--- config.mk ---
export PLATFORM = sky130hd
export DESIGN_NAME = tdm8_slot_demux_flat
export DESIGN_NICKNAME = d
export VERILOG_FILES = /design/src/rtl/tdm8_slot_demux_if.sv /design/src/rtl/tdm8_slot_demux.sv /design/src/flat_wrapper.sv
export SDC_FILE = /design/constraint.sdc
export NUM_CORES = 1
export LEC_CHECK = 0
export ABC_CLOCK_PERIOD_IN_PS = 5030
export CORE_ASPECT_RATIO = 2
export CORE_MARGIN = 4
export CORE_UTILIZATION = 55
export CTS_BUF_LIST = sky130_fd_sc_hd__clkbuf_2
export CTS_CLUSTER_DIAMETER = 150
export DETAILED_ROUTE_END_ITERATION = 10
export PLACE_DENSITY_LB_ADDON = 0.08
export RECOVER_POWER = 50
export SLEW_MARGIN = 20
export SYNTH_ARGS = -nofsm -noshare
export SYNTH_HDL_FRONTEND = slang
export SYNTH_SLANG_ARGS = --single-unit
--- constraint.sdc ---
create_clock -name clk -period 5.03 [get_ports clk]
set_input_delay 0.7545 -clock clk [delete_from_list [all_inputs] [get_ports clk]]
set_output_delay 0.7545 -clock clk [all_outputs]
set_load 0.05 [all_outputs]
--- src/rtl/tdm8_slot_demux_if.sv ---
// Link and frame-output bundle for the 8-channel TDM receive demux.
// Optional parity signals appear when TDM_PARITY_EN is defined.
interface tdm8_slot_demux_if #(
  parameter int W = 4
);

  logic [W-1:0]   din;
  logic           din_valid;
  logic           frame_sync;
  logic [8*W-1:0] ch_out;
  logic           frame_valid;
  logic           sync_err;
  logic           locked;
  logic [2:0]     slot;
`ifdef TDM_PARITY_EN
  logic           din_par;
  logic           par_err;
`endif

  // master is the link/consumer side, slave is the demux itself
  modport master (
`ifdef TDM_PARITY_EN
    output din_par,
    input  par_err,
`endif
    output din,
    output din_valid,
    output frame_sync,
    input  ch_out,
    input  frame_valid,
    input  sync_err,
    input  locked,
    input  slot
  );

  modport slave (
`ifdef TDM_PARITY_EN
    input  din_par,
    output par_err,
`endif
    input  din,
    input  din_valid,
    input  frame_sync,
    output ch_out,
    output frame_valid,
    output sync_err,
    output locked,
    output slot
  );

endinterface

--- src/rtl/tdm8_slot_demux.sv ---
// Receive-side 8-channel TDM demux: hunts for frame_sync, assembles slots into a shadow frame
// and publishes complete frames atomically. Define TDM_PARITY_EN to add per-beat even-parity checking.
module tdm8_slot_demux #(
  parameter int W = 4
) (
  input  logic                clk,
  input  logic                rst_n,
  tdm8_slot_demux_if.slave    bus
);

  typedef enum logic [0:0] {
    HUNT    = 1'b0,
    RECEIVE = 1'b1
  } state_t;

  state_t         r_state;
  logic [2:0]     r_slot;
  logic [8*W-1:0] r_shadow;
  logic [8*W-1:0] r_chOut;
  logic           r_frameValid;
  logic           r_syncErr;
  logic [8*W-1:0] w_fullFrame;

  // The slot-7 beat is merged directly so ch_out updates on the same edge it arrives
  assign w_fullFrame = {bus.din, r_shadow[7*W-1:0]};

`ifdef TDM_PARITY_EN
  logic r_frameBad;
  logic r_parErr;
  logic w_parBad;

  assign w_parBad    = (^bus.din) != bus.din_par;
  assign bus.par_err = r_parErr;
`endif

  always_ff @(posedge clk or negedge rst_n) begin
    if (!rst_n) begin
      r_state      <= HUNT;
      r_slot       <= 3'd0;
      r_shadow     <= '0;
      r_chOut      <= '0;
      r_frameValid <= 1'b0;
      r_syncErr    <= 1'b0;
`ifdef TDM_PARITY_EN
      r_frameBad   <= 1'b0;
      r_parErr     <= 1'b0;
`endif
    end else begin
      r_frameValid <= 1'b0;
      r_syncErr    <= 1'b0;
`ifdef TDM_PARITY_EN
      r_parErr     <= 1'b0;
`endif
      if (bus.din_valid) begin
        unique case (r_state)
          HUNT: begin
            if (bus.frame_sync) begin
              r_shadow[W-1:0] <= bus.din;
              r_slot          <= 3'd1;
              r_state         <= RECEIVE;
`ifdef TDM_PARITY_EN
              r_frameBad      <= 1'b0;
`endif
            end
          end

          RECEIVE: begin
            if (bus.frame_sync) begin
              // Sync anywhere but slot 0 restarts the frame on this beat
              r_syncErr       <= (r_slot != 3'd0);
              r_shadow[W-1:0] <= bus.din;
              r_slot          <= 3'd1;
`ifdef TDM_PARITY_EN
              r_frameBad      <= w_parBad;
`endif
            end else if (r_slot == 3'd0) begin
              r_syncErr <= 1'b1;
              r_state   <= HUNT;
            end else if (r_slot == 3'd7) begin
              r_shadow[7*W +: W] <= bus.din;
              r_slot             <= 3'd0;
`ifdef TDM_PARITY_EN
              if (r_frameBad || w_parBad) begin
                r_parErr <= 1'b1;
              end else begin
                r_chOut      <= w_fullFrame;
                r_frameValid <= 1'b1;
              end
`else
              r_chOut      <= w_fullFrame;
              r_frameValid <= 1'b1;
`endif
            end else begin
              r_shadow[int'(r_slot)*W +: W] <= bus.din;
              r_slot                        <= r_slot + 3'd1;
`ifdef TDM_PARITY_EN
              r_frameBad                    <= r_frameBad | w_parBad;
`endif
            end
          end

          default: begin
            r_state <= HUNT;
            r_slot  <= 3'd0;
          end
        endcase
      end
    end
  end

  assign bus.ch_out      = r_chOut;
  assign bus.frame_valid = r_frameValid;
  assign bus.sync_err    = r_syncErr;
  assign bus.locked      = (r_state == RECEIVE);
  assign bus.slot        = r_slot;

endmodule

--- src/flat_wrapper.sv ---
// flat-port wrapper written by rule: the top's interface ports become plain ports
module tdm8_slot_demux_flat 
#(
  parameter int W = 4
)
  (clk, rst_n, bus_din, bus_din_valid, bus_frame_sync, bus_ch_out, bus_frame_valid, bus_sync_err, bus_locked, bus_slot);
  tdm8_slot_demux_if #(.W(W)) bus_i ();
  input  logic clk;
  input  logic rst_n;
  input wire logic [$bits(bus_i.din)-1:0] bus_din;
  input wire logic [$bits(bus_i.din_valid)-1:0] bus_din_valid;
  input wire logic [$bits(bus_i.frame_sync)-1:0] bus_frame_sync;
  output wire logic [$bits(bus_i.ch_out)-1:0] bus_ch_out;
  output wire logic [$bits(bus_i.frame_valid)-1:0] bus_frame_valid;
  output wire logic [$bits(bus_i.sync_err)-1:0] bus_sync_err;
  output wire logic [$bits(bus_i.locked)-1:0] bus_locked;
  output wire logic [$bits(bus_i.slot)-1:0] bus_slot;
  assign bus_i.din = bus_din;
  assign bus_i.din_valid = bus_din_valid;
  assign bus_i.frame_sync = bus_frame_sync;
  assign bus_ch_out = bus_i.ch_out;
  assign bus_frame_valid = bus_i.frame_valid;
  assign bus_sync_err = bus_i.sync_err;
  assign bus_locked = bus_i.locked;
  assign bus_slot = bus_i.slot;
  tdm8_slot_demux #(.W(W)) u_core (.clk(clk), .rst_n(rst_n), .bus(bus_i));
endmodule
==> results of run 1 <==
routing by layer:
layer | global-route usage (%) | wire (µm) | vias up
li1 | - | - | 747
met1 | 19.82 | 1931 | 852
met2 | 33.66 | 2968 | 49
met3 | 5.663 | 246 | 4
met4 | 7.960 | 63 | 0
met5 | 0 | 0 | -
cell families (layout without fill, tap and decap cells):
logic type | after synthesis | after routing | share of synthesized area (%)
flip-flops | 66 | 66 | 61.17
multiplexers | 61 | 61 | 25.44
AO/OA/AOI/OAI | 11 | 11 | 3.012
AND/OR/NAND/NOR | 22 | 22 | 5.514
adder cells (fa/ha/maj) | 6 | 6 | 2.780
buffers and inverters | 12 | 68 | 2.085
worst paths after layout:
kind	from	to	slack (ns)	cells past startpoint
hold / removal	u_core.r_shadow[11]	u_core.r_shadow[11]	0.52	1
max in group clk	u_core.bus.slot[0]	u_core.bus.ch_out[2]	2.15	8
hold reg to reg	u_core.r_shadow[11]	u_core.r_shadow[11]	0.52	1
setup reg to reg	u_core.bus.slot[0]	u_core.bus.ch_out[2]	2.15	8
min in group asynchronous	rst_n	u_core.bus.ch_out[26]	1.49	2
setup / recovery	rst_n	u_core.r_shadow[11]	1.69	2
cell usage in the layout, fill, tap and decap left out, types with 2 or more instances in the layout:
master	n
nand3b_1	2
and3_1	2
ha_1	6
o21ai_0	2
mux2_2	61
nor3_1	3
nor2b_1	2
bufinv_16	2
dfrtp_1	66
nor2_1	4
inv_1	5
clkdlybuf4s50_1	44
nand4_1	2
clkinv_1	2
nor4b_1	2
clkbuf_2	10
per-stage QoR:
| step | power [mW] | cells | hold WS [ns] | cell area (µm²) |
|---|---|---|---|---|
| after floorplan | 1.417 | 178 | 0.4589 | 2700 |
| after global placement | 1.665 | 273 | 0.4844 | 3192 |
| after detailed placement | 1.710 | 273 | 0.4929 | 3192 |
| after CTS | 2.055 | 289 | 0.4200 | 3323 |
| after global routing | 2.131 | 289 | 0.5410 | 3307 |
| final | 2.024 | 289 | 0.5224 | 3307 |
power groups by stage:
stage	clock network [mW]	registers, mW	logic, mW
floorplan	0	1.10	0.321
finish	0.341	0.810	0.873
global placement	0	0.809	0.856
CTS	0.353	0.813	0.889
detailed placement	0	0.825	0.884
global route	0.375	0.836	0.921
registers in the layout, indices dropped and copies added (netlist names):
register                count
u_core.bus.sync_err         1
u_core.bus.frame_valid      1
u_core.bus.ch_out          32
u_core.bus.slot             3
u_core.bus.locked           1
u_core.r_shadow            28
cell type report:
cell class	count	area share [%]
clock buffer	10	1.513
clock inverter	6	2.459
inverter	5	0.5675
multi-input combinational	100	29.63
sequential	66	49.94
tap	55	2.081
timing repair buffer	47	13.81
==> results.sh, run 1 <==
export IMPL_path_clk_slew_ns=0.16
export IMPL_cts_tree="done"
export IMPL_row_count=35
export IMPL_coreArea_mm2=0.004686
export IMPL_drc=0
export IMPL_antenna_found_initial=0
export IMPL_grt_pass1_wl_um=8611
export IMPL_slew_headroom_pct=-122.6
export IMPL_fmax_mhz=299.5
export IMPL_start_util_pct=57.62
export IMPL_synthCells=178
export IMPL_cts_setup_buffers=0
export IMPL_drt_initial_drc_count=37
export IMPL_status="finished, violations left"
export IMPL_synthTopCellsByCount="dfrtp_1 (66), mux2_2 (61), buf_2 (6), ha_1 (6), inv_1 (5)"
export IMPL_syn_nets=192
export IMPL_synth_seq_cells=66
export IMPL_crit_family="buffers and inverters"
export IMPL_max_slew_worst_pin_slew_ns=3.339
export IMPL_synth_async_reset_ratio_pct=100.0
export IMPL_critPathArrivalTime_ns=3.21
export IMPL_ys_warn_count=0
export IMPL_p_sw_uw=805.9
export IMPL_timing_setup_tns_ns=0
export IMPL_portBuffers=45
export IMPL_rsz0062_at_grt="no"
export IMPL_hp_class="flop to flop"
export IMPL_die_h_um=107.1
export IMPL_violations="max-capacitance violations, max-slew violations"
export IMPL_syn_area_per_cell_um2=15.17
export IMPL_diodes=0
export IMPL_crit_fanout=66
export IMPL_internal_power_mw=1.218
export IMPL_ant_nets=0
export IMPL_synth_top_area_share_pct=61.17
export IMPL_path_cells="buf_2 -> clkbuf_1"
export IMPL_critPathKind="input port to async pin"
export IMPL_seqCellArea_mm2=0.001652
export IMPL_synthTopCellsByArea="dfrtp_1 (61%), mux2_2 (25%), ha_1 (2.8%), buf_2 (1.1%), inv_1 (0.70%)"
export IMPL_clkSinkCount=66
export IMPL_finClkSkew_ns=0.009977
export IMPL_synth_largest_area_cell="dfrtp_1"
export IMPL_cpPeakStageDelay_ns=2.35
export IMPL_ios=46
export IMPL_area_growth_pct=22.47
export IMPL_clk_latency_ns=0.47
export IMPL_clkPwrFrac_pct=16.8
export IMPL_drt_wl_total_um=5211
export IMPL_cap_violations=1
export IMPL_place_ws_ns=1.783
export IMPL_fin_ws_ns=1.691
export IMPL_required_ns=4.90
export IMPL_dr_pass1_iters=4
export IMPL_grt_overflow=0
export IMPL_dieArea_mm2=0.006162
export IMPL_hpwlAfterDp_um=3810
export IMPL_finalCriticalPeriod_ns=3.339
export IMPL_finalNetCount=243
export IMPL_power_density_mw_per_mm2=612.1
export IMPL_post_cts_resize_count=0
export IMPL_worstSetupEndpointType="async pin"
export IMPL_h_tree_depth=3
export IMPL_seqPwrFrac_pct=40.0
export IMPL_fillers=332
export IMPL_final_util_pct=70.57
export IMPL_netSwitchingFraction_pct=39.82
export IMPL_grt_total_usage_pct=18.85
export IMPL_grt_max_degree=67
export IMPL_grt_pass1_vias=1770
export IMPL_numCtsBuffers=9
export IMPL_clockBufferDepth=2
export IMPL_place_congestion=0.9424
export IMPL_syn_cell_area_mm2=0.002700
export IMPL_startpoint_type="input port"
export IMPL_critPathBufInv=2
export IMPL_finalCritPeriodShare_pct=66.39
export IMPL_drive_gt1_share_pct=33.76
export IMPL_maxSlewViolCount=67
export IMPL_hold_viol_final=0
export IMPL_ys_types=28
export IMPL_die_x_um=57.55
export IMPL_viasPerCell=5.716
export IMPL_routed_via_count=1652
export IMPL_multi_input_area_um2=979.7
export IMPL_synth_ff_type="dfrtp_1"
export IMPL_ir_drop_uv=394.5
export IMPL_synth_yosys_seq_area_share_pct=61.17
export IMPL_p_leak_nw=1.589
export IMPL_ctsHoldBuffers=0
export IMPL_setup_viol=0
export IMPL_cp_slowest_cell="clkbuf_1"
export IMPL_comb_power_share_pct=43.1
export IMPL_synth_most_common_cell="dfrtp_1"
export IMPL_root_buffer="clkbuf_2"
export IMPL_synth_edff_count=0
export IMPL_wl_per_cell_um=18.03
(Power assumes the default switching activity.)
==> run 2, diff against run 1 <==
- ABC_CLOCK_PERIOD_IN_PS: 5030 -> 3250
- CORE_UTILIZATION: 55 -> 54
- clock period: 5.03 -> 3.25 ns (I/O delays scaled with it)
==> run 2 against run 1 <==
  * The run still ends with max-capacitance violations, max-slew violations left
  * Global-route usage increased by 1.0 points
  * Sequential share of layout area about the same
  * Cell count grew 0.69%
  * Cell area about the same
  * Largest cell class unchanged
  * Clock-buffer cell count decreased by 1
==> results.sh, run 2 (same netlist as run 1, synthesis figures left out) <==
export IMPL_status="finished, violations left"
export IMPL_violations="max-capacitance violations, max-slew violations"
export IMPL_final_common_cell="dfrtp_1"
export IMPL_r2r_start="u_core.bus.slot[0]"
export IMPL_antenna_found_initial=0
export IMPL_r2r_end="u_core.r_shadow[3]"
export IMPL_finalNetCount=243
export IMPL_post_cts_resize_count=0
export IMPL_diodes=0
export IMPL_clk_latency_ns=0.51
export IMPL_timing_setup_tns_ns=0
export IMPL_root_buffer="clkbuf_2"
export IMPL_crit_fanout=6
export IMPL_numCtsBuffers=9
export IMPL_die_h_um=108
export IMPL_clockBufferDepth=2
export IMPL_startpoint_type="flop"
export IMPL_row_count=36
export IMPL_die_x_um=58
export IMPL_ctsHoldBuffers=0
export IMPL_cts_tree="done"
export IMPL_rsz0062_at_grt="no"
export IMPL_clkSinkCount=66
export IMPL_wl_per_cell_um=18.41
export IMPL_drive_gt1_share_pct=33.76
export IMPL_drt_initial_drc_count=55
export IMPL_coreArea_mm2=0.004865
export IMPL_viasPerCell=5.588
export IMPL_power_density_mw_per_mm2=944.6
export IMPL_p_leak_nw=1.612
export IMPL_largest_reg_flops=32
export IMPL_finalCriticalPeriod_ns=2.638
export IMPL_cts_setup_buffers=0
export IMPL_dr_pass1_iters=6
export IMPL_drt_wl_total_um=5358
export IMPL_hold_path_depth=1
export IMPL_drc=0
export IMPL_r2r_worst_path_cells=8
export IMPL_dpl_cell_count=275
export IMPL_ant_nets=0
export IMPL_worstSetupEndpointType="flop"
export IMPL_routed_via_count=1626
export IMPL_path_clk_slew_ns=0.17
export IMPL_slew_headroom_pct=-35.22
export IMPL_finalCritPeriodShare_pct=81.17
export IMPL_hp_class="flop to flop"
export IMPL_cap_violations=1
export IMPL_maxSlewViolCount=41
export IMPL_portBuffers=45
export IMPL_setup_viol=0
export IMPL_required_ns=3.66
export IMPL_final_util_pct=68.00
export IMPL_grt_total_usage_pct=19.89
export IMPL_r2r_slack_ns=0.61
export IMPL_max_slew_worst_pin_slew_ns=2.028
export IMPL_timing_hold_ws_ns=0.5208
export IMPL_critPathArrivalTime_ns=3.05
export IMPL_h_tree_depth=3
export IMPL_ir_drop_uv=711.1
export IMPL_grt_pass1_wl_um=9018
export IMPL_start_util_pct=55.50
export IMPL_hold_viol_final=0
export IMPL_grt_max_degree=41
export IMPL_layout_common_cells="dfrtp_1 (66), mux2_2 (61), clkdlybuf4s50_1 (35)"
export IMPL_grt_overflow=0
export IMPL_dieArea_mm2=0.006264
export IMPL_hold_end="u_core.r_shadow[15]"
export IMPL_hpwlAfterDp_um=3866
export IMPL_critPathKind="flop to flop"
export IMPL_grt_pass1_vias=1817
export IMPL_ios=46
export IMPL_area_growth_pct=22.52
export IMPL_finClkSkew_ns=0.02657
export IMPL_hp_start="u_core.r_shadow[15]"
export IMPL_instances_no_fill=291
export IMPL_fmax_mhz=379.1
export IMPL_place_congestion=0.9771
## run 2: cell types whose count changed in the layout (fill, tap and decap cells not counted)
| cell | change |
|---|---|
| and4b_1 | -1 |
| and4b_2 | +1 |
| buf_2 | -1 |
| clkdlybuf4s50_1 | -9 |
| clkinv_1 | +1 |
| clkinv_4 | -1 |
| clkinvlp_4 | +1 |
| dlygate4sd3_1 | +9 |
## run 2: final cells by class
cell class / instances / area, µm²
Clock inverter: 7 / 83.83
Timing Repair Buffer: 47 / 456.7
Multi-Input combinational cell: 100 / 980.9
Sequential cell: 66 / 1652
Fill cell: 370 / 1556
Inverter: 5 / 18.77
Clock buffer: 9 / 45.04
Tap cell: 57 / 71.32
## run 2: worst max path at each step
stage | startpoint | endpoint | slack (ns) | depth (start not counted)
after CTS | u_core.bus.locked | bus_locked | 0.80 | 1
after global routing | u_core.bus.slot[0] | u_core.r_shadow[0] | 0.46 | 8
after global placement | bus_frame_sync | u_core.r_shadow[0] | 0.82 | 7
final | u_core.bus.slot[0] | u_core.r_shadow[3] | 0.61 | 8
after detailed placement | bus_frame_sync | u_core.r_shadow[0] | 0.66 | 7
after floorplan | u_core.bus.slot[0] | u_core.r_shadow[0] | 0.76 | 7
## run 2: worst max-delay path: stages (launching register included)
cell and delay, ns:
dfrtp_1 0.46, inv_1 0.15, ha_1 0.25, ha_1 0.27, ha_1 0.30, a21boi_0 0.45, nand2_1 0.14, o31ai_2 0.14
mux2_2 0.38
## run 2: stage by stage
| step | instance area [µm²] | total power [mW] | setup WS, ns |
|---|---|---|---|
| after floorplan | 2700 | 2.193 | 0.7640 |
| after global placement | 3194 | 2.572 | 0.8207 |
| after detailed placement | 3194 | 2.645 | 0.6551 |
| after CTS | 3323 | 3.181 | 0.7953 |
| after global routing | 3308 | 3.307 | 0.4614 |
| final | 3308 | 3.125 | 0.6119 |
## run 2: routing by layer
metal,vias up,global-route usage [%],share of wire (%)
li1,743,-,-
met1,811,22.01,37
met2,58,33.25,54
met3,14,4.182,5.1
met4,0,13.60,3.5
met5,-,0,0
## run 2: power breakdown
group / leakage [nW] / total [mW] / switching (mW) / internal (mW)
sequential: 0.875 / 1.25 / 0.167 / 1.09
combinational: 0.663 / 1.34 / 0.805 / 0.534
clock: 0.0744 / 0.531 / 0.286 / 0.246
==> RTL change, RTL diff (config.mk and constraints of run 1) <==
`W` is set to 4 in 3 places; all go to 6.
--- a/src/rtl/tdm8_slot_demux_if.sv
+++ b/src/rtl/tdm8_slot_demux_if.sv
@@ -2,5 +2,5 @@
 // Optional parity signals appear when TDM_PARITY_EN is defined.
 interface tdm8_slot_demux_if #(
-  parameter int W = 4
+  parameter int W = 6
 );
 
--- a/src/rtl/tdm8_slot_demux.sv
+++ b/src/rtl/tdm8_slot_demux.sv
@@ -2,5 +2,5 @@
 // and publishes complete frames atomically. Define TDM_PARITY_EN to add per-beat even-parity checking.
 module tdm8_slot_demux #(
-  parameter int W = 4
+  parameter int W = 6
 ) (
   input  logic                clk,
--- a/src/flat_wrapper.sv
+++ b/src/flat_wrapper.sv
@@ -2,5 +2,5 @@
 module tdm8_slot_demux_flat 
 #(
-  parameter int W = 4
+  parameter int W = 6
 )
   (clk, rst_n, bus_din, bus_din_valid, bus_frame_sync, bus_ch_out, bus_frame_valid, bus_sync_err, bus_locked, bus_slot);
Interface: changed (resized bus_ch_out and bus_din); port bits go from 46 to 64. The function was not compared with the original's and may differ.
==> RTL change against run 1 <==
- the flow still finishes with violations (capacitance limit, slew limit)
- worst setup slack worse by 0.72 ns
- final cell count up 110%
- first-iteration DRC count rose to 7.4 times the old value
- sequential cell count up 30
- fmax down 18%
- wire length up 150%
- total power up 67%
- synthesized area up 89%
- register-to-register slack worse by 1.2 ns
- count of clock-buffer cells in the layout unchanged
- final area up 78%
- critical endpoint is now u_core.r_shadow[4]
- largest power group unchanged
- highest routed layer unchanged
==> RTL change: results (changes against run 1) <==
Largest register FFs - 48 (was 32)
Outcome - complete, but fails checks (unchanged)
Peak supply drop - 0.0003363 V (was 0.0003945 V)
Slowest Stage Delay on Critical Path - 0.67 ns (was 2.35 ns)
Clock edge transition at the registers on the reported setup and hold paths - 0.28 ns (was 0.16 ns)
Worst-path maximum fanout - 21 (was 66)
Area occupied by multi-input gates - 0.002507 mm^2 (was 979.7 um^2)
Clock insertion delay at the later pin of the skew report - 0.62 ns (was 0.47 ns)
Via count of the first global-routing pass - 3,990 (was 1,770)
Failing checks - capacitance limit, slew limit (unchanged)
Via total after detailed routing - 3,760 (was 1,652)
Met3 global-route usage - 0.04863 (was 0.05663)
Post-synthesis xor/xnor area fraction - 0.01863 (was 0)
Pwr Total - 3.375 mW (was 2.024 mW)
Max Slew Vio Count - 47 (was 67)
Power in combinational cells - 1.88 mW (was 0.873 mW)
Port bufs - 63 (was 45)
Final Instance Count excl. Fillers - 603 (was 289)
Reported max-cap violation count - 1 (unchanged)
Number of DRC violations after detailed-routing iteration 0 - 272 (was 37)
Post-synthesis sequential area ratio - 0.4706 (was 0.6117)
Met2 wire len - 6837 um (was 2968 um)
Metal3 WL - 601 um (was 246 um)
Multi-input comb cells - 308 (was 100)
Last weighted congestion value of the routability-driven placer - 0.9116 (was 0.9424)
Number of diodes - 1 (was 0)
Met1 track demand over resource - 0.2730 (was 0.1982)
Endpoint arrival time on the critical path - 4.60 ns (was 3.21 ns)
Compound-cell area share of the yosys netlist - 0.1034 (was 0.03012)
-- RTL change: cell count changes after synthesis, sizes merged, moves of 7 or more --
| cell | before | now |
|---|---|---|
| nand2 | 2 | 27 |
| clkbuf | 0 | 17 |
| a21oi | 1 | 11 |
| dfrtp | 66 | 96 |
| mux2 | 61 | 88 |
| nand4 | 2 | 9 |
| o21ai | 2 | 14 |
| buf | 7 | 15 |
| nand3 | 0 | 15 |
| nor2 | 4 | 18 |
| or3 | 0 | 10 |
-- RTL change: final timing paths --
check / start / slack (ns) / endpoint / depth (start not counted)
worst max-delay path: u_core.bus.slot[1] / 0.97 / u_core.r_shadow[4] / 12
worst max register to register: u_core.bus.slot[1] / 0.97 / u_core.r_shadow[4] / 12
max in group asynchronous: rst_n / 1.94 / u_core.bus.ch_out[17] / 2
worst min-delay path: u_core.r_shadow[14] / 0.53 / u_core.r_shadow[14] / 1
worst min register to register: u_core.r_shadow[14] / 0.53 / u_core.r_shadow[14] / 1
min in group asynchronous: rst_n / 0.82 / u_core.bus.frame_valid / 1
